## src/rtl/id_ex_operand_stage.sv

```systemverilog
// ID/EX pipeline register with operand forwarding and load-use hazard detection.
// Holds the decoded instruction for one cycle and presents post-forwarding
// operands to the ALU. A load in EX whose destination is read by the
// instruction in ID stalls ID for one cycle and sends a bubble into EX.
module id_ex_operand_stage #(
    parameter int XLEN    = 32,
    parameter int RADDR_W = 5
) (
    input  logic               clk,
    input  logic               rst_n,
    input  logic               id_valid,
    input  logic [RADDR_W-1:0] id_rs1,
    input  logic [RADDR_W-1:0] id_rs2,
    input  logic [RADDR_W-1:0] id_rd,
    input  logic [XLEN-1:0]    id_rs1_data,
    input  logic [XLEN-1:0]    id_rs2_data,
    input  logic [XLEN-1:0]    id_imm,
    input  logic               id_alu_src,
    input  logic [2:0]         id_alu_ctrl,
    input  logic               id_reg_write,
    input  logic               id_mem_read,
    input  logic               id_mem_write,
    input  logic               flush,
    input  logic               exmem_reg_write,
    input  logic [RADDR_W-1:0] exmem_rd,
    input  logic [XLEN-1:0]    exmem_result,
    input  logic               memwb_reg_write,
    input  logic [RADDR_W-1:0] memwb_rd,
    input  logic [XLEN-1:0]    memwb_wdata,
    output logic               stall_id,
    output logic               ex_valid,
    output logic [2:0]         ex_alu_ctrl,
    output logic [XLEN-1:0]    ex_a,
    output logic [XLEN-1:0]    ex_b,
    output logic [XLEN-1:0]    ex_store_data,
    output logic [RADDR_W-1:0] ex_rd,
    output logic               ex_reg_write,
    output logic               ex_mem_read,
    output logic               ex_mem_write
);

    logic [RADDR_W-1:0] rs1_q;
    logic [RADDR_W-1:0] rs2_q;
    logic [XLEN-1:0]    rs1_data_q;
    logic [XLEN-1:0]    rs2_data_q;
    logic [XLEN-1:0]    imm_q;
    logic               alu_src_q;
    logic               load_use;
    logic [XLEN-1:0]    fwd_rs1;
    logic [XLEN-1:0]    fwd_rs2;

    // Load in EX feeding a source of the instruction in ID; rs2 is compared
    // even when ID uses the immediate, which only costs an occasional stall.
    always_comb begin
        load_use = ex_valid && ex_mem_read && (ex_rd != '0) && id_valid &&
                   ((ex_rd == id_rs1) || (ex_rd == id_rs2));
    end

    assign stall_id = load_use;

    // Pipeline register: a flush or a load-use stall loads an all-zero bubble.
    always_ff @(posedge clk or negedge rst_n) begin
        if (!rst_n) begin
            ex_valid     <= 1'b0;
            ex_alu_ctrl  <= 3'b000;
            ex_rd        <= '0;
            ex_reg_write <= 1'b0;
            ex_mem_read  <= 1'b0;
            ex_mem_write <= 1'b0;
            alu_src_q    <= 1'b0;
            rs1_q        <= '0;
            rs2_q        <= '0;
            rs1_data_q   <= '0;
            rs2_data_q   <= '0;
            imm_q        <= '0;
        end else if (flush || load_use) begin
            ex_valid     <= 1'b0;
            ex_alu_ctrl  <= 3'b000;
            ex_rd        <= '0;
            ex_reg_write <= 1'b0;
            ex_mem_read  <= 1'b0;
            ex_mem_write <= 1'b0;
            alu_src_q    <= 1'b0;
            rs1_q        <= '0;
            rs2_q        <= '0;
            rs1_data_q   <= '0;
            rs2_data_q   <= '0;
            imm_q        <= '0;
        end else begin
            ex_valid     <= id_valid;
            ex_alu_ctrl  <= id_alu_ctrl;
            ex_rd        <= id_rd;
            ex_reg_write <= id_reg_write & id_valid;
            ex_mem_read  <= id_mem_read & id_valid;
            ex_mem_write <= id_mem_write & id_valid;
            alu_src_q    <= id_alu_src;
            rs1_q        <= id_rs1;
            rs2_q        <= id_rs2;
            rs1_data_q   <= id_rs1_data;
            rs2_data_q   <= id_rs2_data;
            imm_q        <= id_imm;
        end
    end

    // rs1 bypass: youngest producer (EX/MEM) wins; x0 always reads the regfile copy.
    always_comb begin
        fwd_rs1 = rs1_data_q;
        if (exmem_reg_write && (exmem_rd != '0) && (exmem_rd == rs1_q)) begin
            fwd_rs1 = exmem_result;
        end else if (memwb_reg_write && (memwb_rd != '0) && (memwb_rd == rs1_q)) begin
            fwd_rs1 = memwb_wdata;
        end
    end

    // rs2 bypass, shared by the ALU B operand and the store data path.
    always_comb begin
        fwd_rs2 = rs2_data_q;
        if (exmem_reg_write && (exmem_rd != '0) && (exmem_rd == rs2_q)) begin
            fwd_rs2 = exmem_result;
        end else if (memwb_reg_write && (memwb_rd != '0) && (memwb_rd == rs2_q)) begin
            fwd_rs2 = memwb_wdata;
        end
    end

    assign ex_a          = fwd_rs1;
    assign ex_store_data = fwd_rs2;
    assign ex_b          = alu_src_q ? imm_q : fwd_rs2;

endmodule

```

## config.mk

```make
export PLATFORM = sky130hd
export DESIGN_NAME = id_ex_operand_stage
export DESIGN_NICKNAME = d
export VERILOG_FILES = /design/src/rtl/id_ex_operand_stage.sv
export SDC_FILE = /design/constraint.sdc
export NUM_CORES = 1
export LEC_CHECK = 0
export BUFFER_PORTS_ARGS = -buffer_cell sky130_fd_sc_hd__buf_2
export CORE_AREA = 2 2 118 120
export DETAILED_ROUTE_END_ITERATION = 10
export DIE_AREA = 0 0 120 122
export PLACE_DENSITY = 0.81
export REMOVE_ABC_BUFFERS = 1
export SETUP_SLACK_MARGIN = 0.15
export SYNTH_ARGS = -nofsm -noshare
export SYNTH_HDL_FRONTEND = slang
export SYNTH_SLANG_ARGS = --single-unit
```

## constraint.sdc

```tcl
create_clock -name clk -period 5.02 [get_ports clk]
set_input_delay 1.255 -clock clk [delete_from_list [all_inputs] [get_ports clk]]
set_output_delay 1.255 -clock clk [all_outputs]
set_load 0.01 [all_outputs]
```

==> flow_metrics.env <==
export IMPL_path_clk_slew_ns=0.05
export IMPL_drv_cap=0
export IMPL_first_pass_iters=5
export IMPL_portBuffers=306
export IMPL_die_area_um2=14640
export IMPL_finalSetupViolations=0
export IMPL_synthDistinctLibCells=34
export IMPL_required_ns=3.76
export IMPL_cpLargestDelayFamily="buffers and inverters"
export IMPL_wl_per_cell_um=17.36
export IMPL_crit_path_end_kind="primary output"
export IMPL_clk_latency_ns=0.41
export IMPL_hold_path_class="flip-flop to flip-flop"
export IMPL_setup_tns_ns=0
export IMPL_yosys_area_top_type_share_pct=48.28
export IMPL_cellPowerDensity_nw_per_um2=321.7
export IMPL_hold_violations=0
export IMPL_maxSlewHeadroom_pct=38.67
export IMPL_gr_usage_all_layers_pct=25.47
export IMPL_crit_slowest_cell="or4b_1"
export IMPL_slew_violations=0
export IMPL_yosysWarningCount=0
export IMPL_die_y_um=122
export IMPL_syn_inst=599
export IMPL_layout_drive_gt1_share_pct=45.98
export IMPL_crit_fanout=32
export IMPL_syn_avg_cell_area_um2=10.30
export IMPL_drtAntennaViolNets=0
export IMPL_startpoint="memwb_rd[4]"
export IMPL_synthTopCellsByArea="dfrtp_1 48%, and2_1 12%, mux2_2 5.7%"
export IMPL_yosys_area_top_type="dfrtp_1"
export IMPL_crit_chain="buf_2, xor2_1, or4b_1, buf_4, o21ai_0, a31oi_2, mux2_2, buf_2"
export IMPL_cp_depth=8
export IMPL_cts_resized=0
export IMPL_outcome="finished, final reports clean"
export IMPL_critical_path_max_stage_delay_ns=0.54
export IMPL_ys_flop_type="dfrtp_1"
export IMPL_synth_edf_count=0
export IMPL_ios=307
export IMPL_via_per_inst=5.278
export IMPL_crit_path_frequent_cell="buf_2"
export IMPL_drt_iter0_drc=358
export IMPL_startpoint_type="primary input"
export IMPL_clockBufferDepth=2
export IMPL_grt_overflow=0
export IMPL_ctsHoldBuffers=0
export IMPL_fp_coreArea_um2=13500
export IMPL_grt_pass1_vias=5643
export IMPL_nets=1092
export IMPL_dr_total_vias=5748
export IMPL_async_flop_share_pct=100.0
export IMPL_drt_wl_total_um=18900
export IMPL_path_class="primary input to primary output"
export IMPL_cts_tree="done"
export IMPL_syn_cell_area_um2=6168
export IMPL_r2r_end="rs1_data_q[19]"
export IMPL_finClkSkew_ns=0.004532
export IMPL_crit_end="ex_b[19]"
export IMPL_area_delta_synth_final_pct=38.03
export IMPL_grt_pass1_wl_um=28550
export IMPL_drc_errors=0
export IMPL_rsz0062_at_grt="false"
export IMPL_antenna_found_initial=2
export IMPL_rr_worst_depth=6
export IMPL_final_min_clock_period_ns=4.488
export IMPL_die_x_um=120
export IMPL_vdd_drop_max_uv=266.4
export IMPL_numCtsBuffers=17
export IMPL_globalplace_congestion=0.8210
export IMPL_r2r_start="ex_rd[0]"
export IMPL_grt_max_degree=108
export IMPL_fmax_ghz=0.2228
export IMPL_start_util_pct=45.68
export IMPL_arrival_ns=3.23
export IMPL_power_leakage_nw=4.112
export IMPL_rrSetupSlack_ns=2.86
export IMPL_clock_sinks=119
export IMPL_synth_seq_cells=119
export IMPL_hpwl_um=13270
export IMPL_path_buf_inv=3
export IMPL_cts_root_buf="clkbuf_16"
export IMPL_tightestPinTransition_ns=0.9200
export IMPL_cts_setup_buffers=0
export IMPL_htreeDepth=4
export IMPL_yosysSeqAreaShare_pct=48.28
export IMPL_fin_crit_sh_pct=89.41
export IMPL_hold_worst_slack_ns=0.8741
export IMPL_num_rows=43
==> report_power, final <==
part | total (W) | switching (W) | internal (W)
Combinational | 0.000438 | 0.000235 | 0.000202
Clock | 0.00127 | 0.000429 | 0.000839
Sequential | 0.00103 | 0.0000246 | 0.00101
Total | 0.00274 | 0.000689 | 0.00205
==> sequential cells by signal (all words and copies together), names as in the netlist, 3 cells and up <==
register / cells
rs2_data_q: 32
ex_alu_ctrl: 3
imm_q: 32
rs1_data_q: 32
ex_rd: 5
rs2_q: 5
rs1_q: 5
==> worst min path at each step <==
stage	endpoint	startpoint	slack [ns]	cells after the start
2_1_floorplan	ex_valid	ex_mem_read	0.77	3
3_3_place_gp	ex_valid	ex_valid	0.85	3
3_5_place_dp	ex_valid	ex_mem_read	0.86	3
4_1_cts	ex_valid	ex_mem_read	0.89	3
5_1_grt	ex_valid	ex_mem_read	0.96	3
6_report	ex_valid	ex_mem_read	0.87	3
==> layer usage <==
layer	track usage, %	share of wire [%]	wire length, um
met1	28.37	37	7021
met4	13.60	3.3	631
met5	0	0	0
met2	44.11	51	9668
met3	7.397	8.4	1580
==> stage by stage <==
stage                     power, W  std cells  utilization, %  area [um^2]  worst slack (ns)
after floorplan           0.001248        551               -         5953           -0.7968
after global placement    0.001475       1055           58.41         7888            0.5502
after detailed placement  0.001485       1055           58.41         7888            0.5474
after CTS                 0.002759       1087           63.01         8509            0.5422
after global routing      0.002855       1089           63.05         8514            0.4767
final                     0.002739       1089           63.05         8514            0.5316
==> worst min-delay path, stage by stage, from the launching register on <==
cell and delay [ns]:
dfrtp_1 0.38, nand3_1 0.08, a21oi_1 0.08, a21oi_1 0.26
==> kinds of logic (layout without fill, tap and decap cells) <==
| logic type | after synthesis | in the layout | synth area share, % |
|---|---|---|---|
| simple gates | 234 | 234 | 21.36 |
| flops | 119 | 119 | 48.28 |
| compound gates | 104 | 104 | 11.58 |
| mux | 64 | 64 | 11.03 |
| buf+inv | 48 | 356 | 3.489 |
| xor+xnor | 30 | 30 | 4.260 |
| other cells | 0 | 2 | 0 |
==> layout by cell type, fill, tap and decap left out, types with 7 or more instances in the layout <==
cell type / netlist / routed
buf_2: 4 / 305
and2_1: 119 / 119
dfrtp_1: 119 / 118
nand3_1: 36 / 36
nor2_1: 34 / 34
a21oi_1: 35 / 34
nor3_1: 33 / 33
o21ai_0: 32 / 32
mux2i_1: 32 / 32
mux2_2: 31 / 31
xnor2_1: 23 / 23
a31oi_2: 22 / 22
buf_4: 1 / 19
clkbuf_16: 0 / 17
a31oi_1: 10 / 10
xor2_1: 7 / 7
==> cells in the mapped netlist, drive strengths merged (2+ instances only) <==
master / number
nand4: 2
clkbuf: 35
xor2: 7
o21ai: 33
nor3: 33
and2: 119
nor2: 34
a21oi: 35
buf: 13
nand3: 36
mux2: 32
mux2i: 32
or4: 3
dfrtp: 119
nand2: 2
o211ai: 2
a31oi: 32
xnor2: 23
==> area by class of cell <==
| class | count | area (um^2) |
|---|---|---|
| Fill cell | 1105 | 4990 |
| Timing Repair Buffer | 324 | 1669 |
| Sequential cell | 119 | 2979 |
| Clock inverter | 13 | 178.9 |
| Multi-Input combinational cell | 432 | 3014 |
| Tap cell | 180 | 225.2 |
| Clock buffer | 19 | 442.9 |
| Antenna cell | 2 | 5.005 |
Note: power is estimated with default switching activity, not from simulation.
